$ cat src/rtl/output_port_arbiter_if.sv
// Handshake and data bundle between the input FIFOs, the output-port arbiter and the link.
// The arbiter connects through the slave modport and the FIFO/link side through the master modport.
interface output_port_arbiter_if #(
    parameter int NUM_INPUTS = 5,
    parameter int DATA_WIDTH = 32
);
    logic [NUM_INPUTS-1:0]            req;
    logic [NUM_INPUTS*DATA_WIDTH-1:0] flit_in;
    logic [NUM_INPUTS-1:0]            pop;
    logic [NUM_INPUTS-1:0]            grant;
    logic                             out_valid;
    logic [DATA_WIDTH-1:0]            out_flit;
    logic                             credit_return;
    logic                             credit_err;

    modport master (
        output req, flit_in, credit_return,
        input  pop, grant, out_valid, out_flit, credit_err
    );

    modport slave (
        input  req, flit_in, credit_return,
        output pop, grant, out_valid, out_flit, credit_err
    );
endinterface

$ cat src/rtl/output_port_arbiter.sv
// Wormhole round-robin output-port arbiter: a head wins in 1 cycle, then the flit appears 1 cycle after its pop.
// Backpressure: pops stall while downstream credits are 0, and a bubble on the owner's req holds the lock.
module output_port_arbiter #(
    parameter int NUM_INPUTS  = 5,
    parameter int DATA_WIDTH  = 32,
    parameter int CREDIT_BITS = 3
) (
    input  logic                   clk,
    input  logic                   reset,
    output_port_arbiter_if.slave   bus
);
    localparam int IDX_W = (NUM_INPUTS > 1) ? $clog2(NUM_INPUTS) : 1;
    localparam logic [CREDIT_BITS:0] CRED_MAX = {1'b1, {CREDIT_BITS{1'b0}}};
    localparam logic [CREDIT_BITS:0] CRED_ONE = {{CREDIT_BITS{1'b0}}, 1'b1};
    localparam logic [IDX_W-1:0]     IDX_ONE  = {{(IDX_W-1){1'b0}}, 1'b1};
    localparam logic [IDX_W-1:0]     LAST_IDX = IDX_W'(NUM_INPUTS - 1);
    localparam logic [NUM_INPUTS-1:0] ONE_HOT0 = {{(NUM_INPUTS-1){1'b0}}, 1'b1};

    typedef enum logic {IDLE, LOCKED} state_t;

    state_t                  state;
    logic [IDX_W-1:0]        rr;
    logic [IDX_W-1:0]        owner;
    logic [CREDIT_BITS:0]    credits;
    logic [NUM_INPUTS-1:0]   grant_q;
    logic                    out_valid_q;
    logic [DATA_WIDTH-1:0]   out_flit_q;
    logic                    credit_err_q;

    logic [DATA_WIDTH-1:0]   flits [NUM_INPUTS];
    logic [NUM_INPUTS-1:0]   eligible;
    logic [DATA_WIDTH-1:0]   owner_flit;
    logic                    pop_fire;
    logic                    win_found;
    logic [IDX_W-1:0]        win_idx;

    // Only head or single-flit types (type bit 0) may open a new packet.
    for (genvar gi = 0; gi < NUM_INPUTS; gi++) begin : g_slice
        assign flits[gi]    = bus.flit_in[gi*DATA_WIDTH +: DATA_WIDTH];
        assign eligible[gi] = bus.req[gi] & bus.flit_in[gi*DATA_WIDTH + DATA_WIDTH - 2];
    end

    always_comb begin
        int cand;
        cand      = 0;
        win_found = 1'b0;
        win_idx   = '0;
        for (int k = 0; k < NUM_INPUTS; k++) begin
            cand = (int'(rr) + k) % NUM_INPUTS;
            if (!win_found && eligible[cand]) begin
                win_found = 1'b1;
                win_idx   = IDX_W'(cand);
            end
        end
    end

    assign owner_flit = flits[owner];
    // Pop never looks at flit contents, only ownership, the owner's req and credits.
    assign pop_fire   = (state == LOCKED) && bus.req[owner] && (credits != '0);

    assign bus.pop        = pop_fire ? (ONE_HOT0 << owner) : '0;
    assign bus.grant      = grant_q;
    assign bus.out_valid  = out_valid_q;
    assign bus.out_flit   = out_flit_q;
    assign bus.credit_err = credit_err_q;

    always_ff @(posedge clk or posedge reset) begin
        if (reset) begin
            state        <= IDLE;
            rr           <= '0;
            owner        <= '0;
            grant_q      <= '0;
            credits      <= CRED_MAX;
            out_valid_q  <= 1'b0;
            out_flit_q   <= '0;
            credit_err_q <= 1'b0;
        end else begin
            out_valid_q <= pop_fire;
            if (pop_fire) begin
                out_flit_q <= owner_flit;
            end

            // Simultaneous pop and return cancel; a return at full saturates and flags.
            case ({pop_fire, bus.credit_return})
                2'b10: credits <= credits - CRED_ONE;
                2'b01: begin
                    if (credits == CRED_MAX) begin
                        credit_err_q <= 1'b1;
                    end else begin
                        credits <= credits + CRED_ONE;
                    end
                end
                default: ;
            endcase

            case (state)
                IDLE: begin
                    if (win_found) begin
                        state   <= LOCKED;
                        owner   <= win_idx;
                        grant_q <= ONE_HOT0 << win_idx;
                    end
                end
                LOCKED: begin
                    if (pop_fire && owner_flit[DATA_WIDTH-1]) begin
                        state   <= IDLE;
                        grant_q <= '0;
                        rr      <= (owner == LAST_IDX) ? '0 : owner + IDX_ONE;
                    end
                end
                default: state <= IDLE;
            endcase
        end
    end
endmodule
$ cat src/flat_wrapper.sv
// flat-port wrapper written by rule: the top's interface ports become plain ports
module output_port_arbiter_flat 
#(
    parameter int NUM_INPUTS  = 5,
    parameter int DATA_WIDTH  = 32,
    parameter int CREDIT_BITS = 3
)
  (clk, reset, bus_req, bus_flit_in, bus_credit_return, bus_pop, bus_grant, bus_out_valid, bus_out_flit, bus_credit_err);
  output_port_arbiter_if #(.NUM_INPUTS(NUM_INPUTS), .DATA_WIDTH(DATA_WIDTH)) bus_i ();
  input  logic clk;
  input  logic reset;
  input wire logic [$bits(bus_i.req)-1:0] bus_req;
  input wire logic [$bits(bus_i.flit_in)-1:0] bus_flit_in;
  input wire logic [$bits(bus_i.credit_return)-1:0] bus_credit_return;
  output wire logic [$bits(bus_i.pop)-1:0] bus_pop;
  output wire logic [$bits(bus_i.grant)-1:0] bus_grant;
  output wire logic [$bits(bus_i.out_valid)-1:0] bus_out_valid;
  output wire logic [$bits(bus_i.out_flit)-1:0] bus_out_flit;
  output wire logic [$bits(bus_i.credit_err)-1:0] bus_credit_err;
  assign bus_i.req = bus_req;
  assign bus_i.flit_in = bus_flit_in;
  assign bus_i.credit_return = bus_credit_return;
  assign bus_pop = bus_i.pop;
  assign bus_grant = bus_i.grant;
  assign bus_out_valid = bus_i.out_valid;
  assign bus_out_flit = bus_i.out_flit;
  assign bus_credit_err = bus_i.credit_err;
  output_port_arbiter #(.NUM_INPUTS(NUM_INPUTS), .DATA_WIDTH(DATA_WIDTH), .CREDIT_BITS(CREDIT_BITS)) u_core (.clk(clk), .reset(reset), .bus(bus_i));
endmodule
$ cat config.mk
export PLATFORM = sky130hd
export DESIGN_NAME = output_port_arbiter_flat
export DESIGN_NICKNAME = d
export VERILOG_FILES = /design/src/rtl/output_port_arbiter_if.sv /design/src/rtl/output_port_arbiter.sv /design/src/flat_wrapper.sv
export SDC_FILE = /design/constraint.sdc
export NUM_CORES = 1
export LEC_CHECK = 0
export ABC_CLOCK_PERIOD_IN_PS = 5700
export CAP_MARGIN = 15
export CORE_ASPECT_RATIO = 1.5
export CORE_MARGIN = 4
export CORE_UTILIZATION = 43
export DETAILED_ROUTE_END_ITERATION = 8
export PLACE_DENSITY = 0.83
export SLEW_MARGIN = 0
export SYNTH_ARGS = -nofsm -noshare
export SYNTH_HDL_FRONTEND = slang
export SYNTH_SLANG_ARGS = --single-unit
$ cat constraint.sdc
create_clock -name clk -period 5.7 [get_ports clk]
set_input_delay 1.14 -clock clk [delete_from_list [all_inputs] [get_ports clk]]
set_output_delay 1.14 -clock clk [all_outputs]
set_load 0.03 [all_outputs]
==> results.yml <==
outcome:
  outcome: "completed"
synthesis:
  async_flop_share_pct: 100
  synth_top_flop_cell: "dfrtp_1"
  avgSynthCellArea_um2: 9.53
  synth_xor_area_share_pct: 2.22
  ys_warn_count: 0
  synth_mux_area_share_pct: 19.3
  synth_cell_type_count: 75
  yosys.area_share.simple_pct: 16.4
  synthesis.area_um2: 4630
  synth_edf_count: 0
  synth-compound-area-share_pct: 23.4
  synth_adder_area_share_pct: 6.92
  synth_top_family_by_area: "compound AO/OA/AOI/OAI gates"
  syn_inst: 486
  syn_nets: 679
  seq_area_frac_synth_pct: 27.0
  ys_ff_latch: 50
detailed_routing:
  drt_iter0_markers: 338
  routed_wl_um: 19400
  ant_nets: 0
  vias_per_cell: 5.95
  via_count: 4936
  wire_per_inst_um: 23.4
  drt_first_pass_iters: 5
  drcViolationCount: 0
cts:
  numCtsBuffers: 5
  clockBufferDepth: 2
  hold_buffers: 0
  htreeDepth: 2
  cts_tree: "built"
  cts_resized: 0
  cts.sinks: 50
  cts_root_buf: "clkbuf_16"
  clk_pin_slew_ns: 0.07
  cts_setup_buffers: 0
  clk_latency_ns: 0.30
global_route:
  grt_max_degree: 66
  grt_pass1_wl_um: 28700
  antenna_found_initial: 9
  grt_pass1_vias: 5090
  gr-total-overflow: 0
  grt_usage_pct: 30.0
power_and_ir_drop:
  p_leak_nw: 2.81
  ir_drop_mv: 0.301
  p_per_area_nw_per_um2: 588
floorplanning:
  initial_core_util_pct: 44.0
  ios: 212
  core.rowCount: 46
  die_height_um: 135
  dieArea_um2: 12500
  die_w_um: 92.7
  core-area_um2: 10500
timing:
  fin_crit_sh_pct: 80.1
  final-setup-viol-count: 0
  max_freq_mhz: 219
  period_needed_ns: 4.56
  fin_skew_ns: 0.0127
  worst-slew-pin-transition_ns: 1.04
  worst_slew_margin_rel_pct: 30.0
  slew_violations: 0
  hold_viol: 0
  rsz0062_at_grt: "no"
  tns_ns: 0
setup_path:
  critPathCaptureType: "flip-flop"
  path_buf_inv: 2
  slowest_delay_ns: 0.64
  cp_num_cells: 14
  critical-path-top-delay-family: "compound AO/OA/AOI/OAI gates"
  worst_setup_path_start_kind: "flip-flop"
  cp_max_fo: 11
  crit_type: "reg -> reg"
  cp.arrival_ns: 4.74
  worstRegToRegCells: 14
  crit_path_frequent_cell: "ha_1"
  slowest_stage: "ha_1"
  crit_chain: "inv_1 -> ha_1 -> buf_4 -> ha_1 -> o211ai_2 -> a2111oi_2 -> o21ai_1 -> a31oi_2 -> or2_4 -> nor3b_4 -> and3_1 -> a221oi_2 -> nor3_2 -> a22o_1"
  critPathRequiredTime_ns: 5.88
place:
  gp_congestion: 0.933
  placed_cell_area_um2: 6860
  dp_hpwl_um: 15400
  portBuffers: 211
cells_and_area:
  final_area_um2: 7090
  fillers: 820
  area_delta_synth_final_pct: 53.0
  multi_input_area_um2: 3180
  final_nets: 876
  seq_area_um2: 1250
  final_layout_size_suffix_gt1_share_pct: 11.5
worst_hold_path:
  hold_path_depth: 1
  hp-class: "reg -> reg"
flow_run:
  drv_cap: 0
==> metal layers <==
layer	track usage (%)	wire length, µm	vias to the layer above
met5	0	101	-
met4	14.4	967	16
met3	13.5	2350	68
met2	52.9	9680	263
met1	29.8	6260	2343
li1	-	-	2246
==> metrics by stage <==
step	instances	worst slack (ns)	utilization (%)	hold slack [ns]	power [mW]
2_1_floorplan	486	1.72	-	0.469	2.79
3_3_place_gp	819	1.19	65.2	0.466	3.63
3_5_place_dp	819	1.18	65.2	0.469	3.72
4_1_cts	827	1.17	67.1	0.477	4.16
5_1_grt	829	0.927	67.3	0.506	4.45
6_report	829	1.14	67.3	0.474	4.16
==> where the power goes <==
group | internal [mW] | leakage (nW) | switching [mW] | total (mW)
clock | 0.264 | 0.0971 | 0.139 | 0.403
sequential | 0.541 | 0.586 | 0.143 | 0.684
combinational | 1.29 | 2.13 | 1.79 | 3.08
==> final timing paths <==
check | from | endpoint | slack, ns
max | u_core.rr[1]$_DFFE_PP0P_ | u_core.bus.grant[2]$_DFFE_PP0P_ | 1.14
max reg2reg | u_core.rr[1]$_DFFE_PP0P_ | u_core.bus.grant[2]$_DFFE_PP0P_ | 1.14
min in group asynchronous | reset | u_core.bus.out_flit[16]$_DFFE_PP0P_ | 1.10
min reg2reg | u_core.bus.credit_err$_DFFE_PP0P_ | u_core.bus.credit_err$_DFFE_PP0P_ | 0.47
max in group asynchronous | reset | u_core.credits[3]$_DFFE_PP1P_ | 4.03
min | u_core.bus.credit_err$_DFFE_PP0P_ | u_core.bus.credit_err$_DFFE_PP0P_ | 0.47
==> cell usage after synthesis, types with 7 or more instances <==
cell type | number | area (µm²)
ha_1 | 24 | 300
and2_1 | 8 | 50.1
o21ai_0 | 13 | 65.1
nor3_1 | 9 | 45.0
nor2_1 | 48 | 180
nand2_1 | 29 | 109
dfrtp_1 | 49 | 1230
a22oi_1 | 32 | 240
inv_1 | 20 | 75.1
a21oi_1 | 49 | 245
xnor2_1 | 7 | 61.3
mux4_2 | 33 | 743
mux2i_1 | 14 | 140
clkbuf_1 | 18 | 67.6
==> registers in the layout (all words and copies together), names as in the netlist <==
register               cells
u_core.bus.out_flit       32
u_core.state               1
u_core.rr                  3
u_core.owner               3
u_core.bus.credit_err      1
u_core.bus.out_valid       1
u_core.credits             4
u_core.bus.grant           5
==> cell families after synthesis <==
logic type | count (synthesis)
buf+inv | 51
mux | 48
xor+xnor | 10
fa+ha+maj | 25
simple gates | 147
flops | 50
compound gates | 155
==> layout by cell type (no fill, tap or decap), drive strengths merged, types with 3 or more instances in the layout <==
cell and n:
clkdlybuf4s50 211, xnor2 9, nand3 7, mux2i 14
or2 3, nand2 29, nor3b 3, a22o 5
or3 4, nand4 4, nor4 3, nor2b 7
a22oi 32, nand2b 4, and3 6, mux4 33
a211oi 7, dfrtp 49, a21oi 50, o21a 3
nor3 11, nand3b 4, a31o 4, a31oi 6
o211ai 3, a21o 5, o31ai 4, buf 10
ha 24, and2 8, clkbuf 6, o21ai 17
inv 20, nor2 48
==> cell type report <==
class                      instances  area share [%]
multi-input combinational        385            44.8
timing repair buffer             221            31.0
sequential                        50            17.7
tap                              144            2.54
clock buffer                       6            1.96
inverter                          20            1.06
clock inverter                     2           0.848
antenna                            1          0.0353
(Power assumes the default switching activity.)
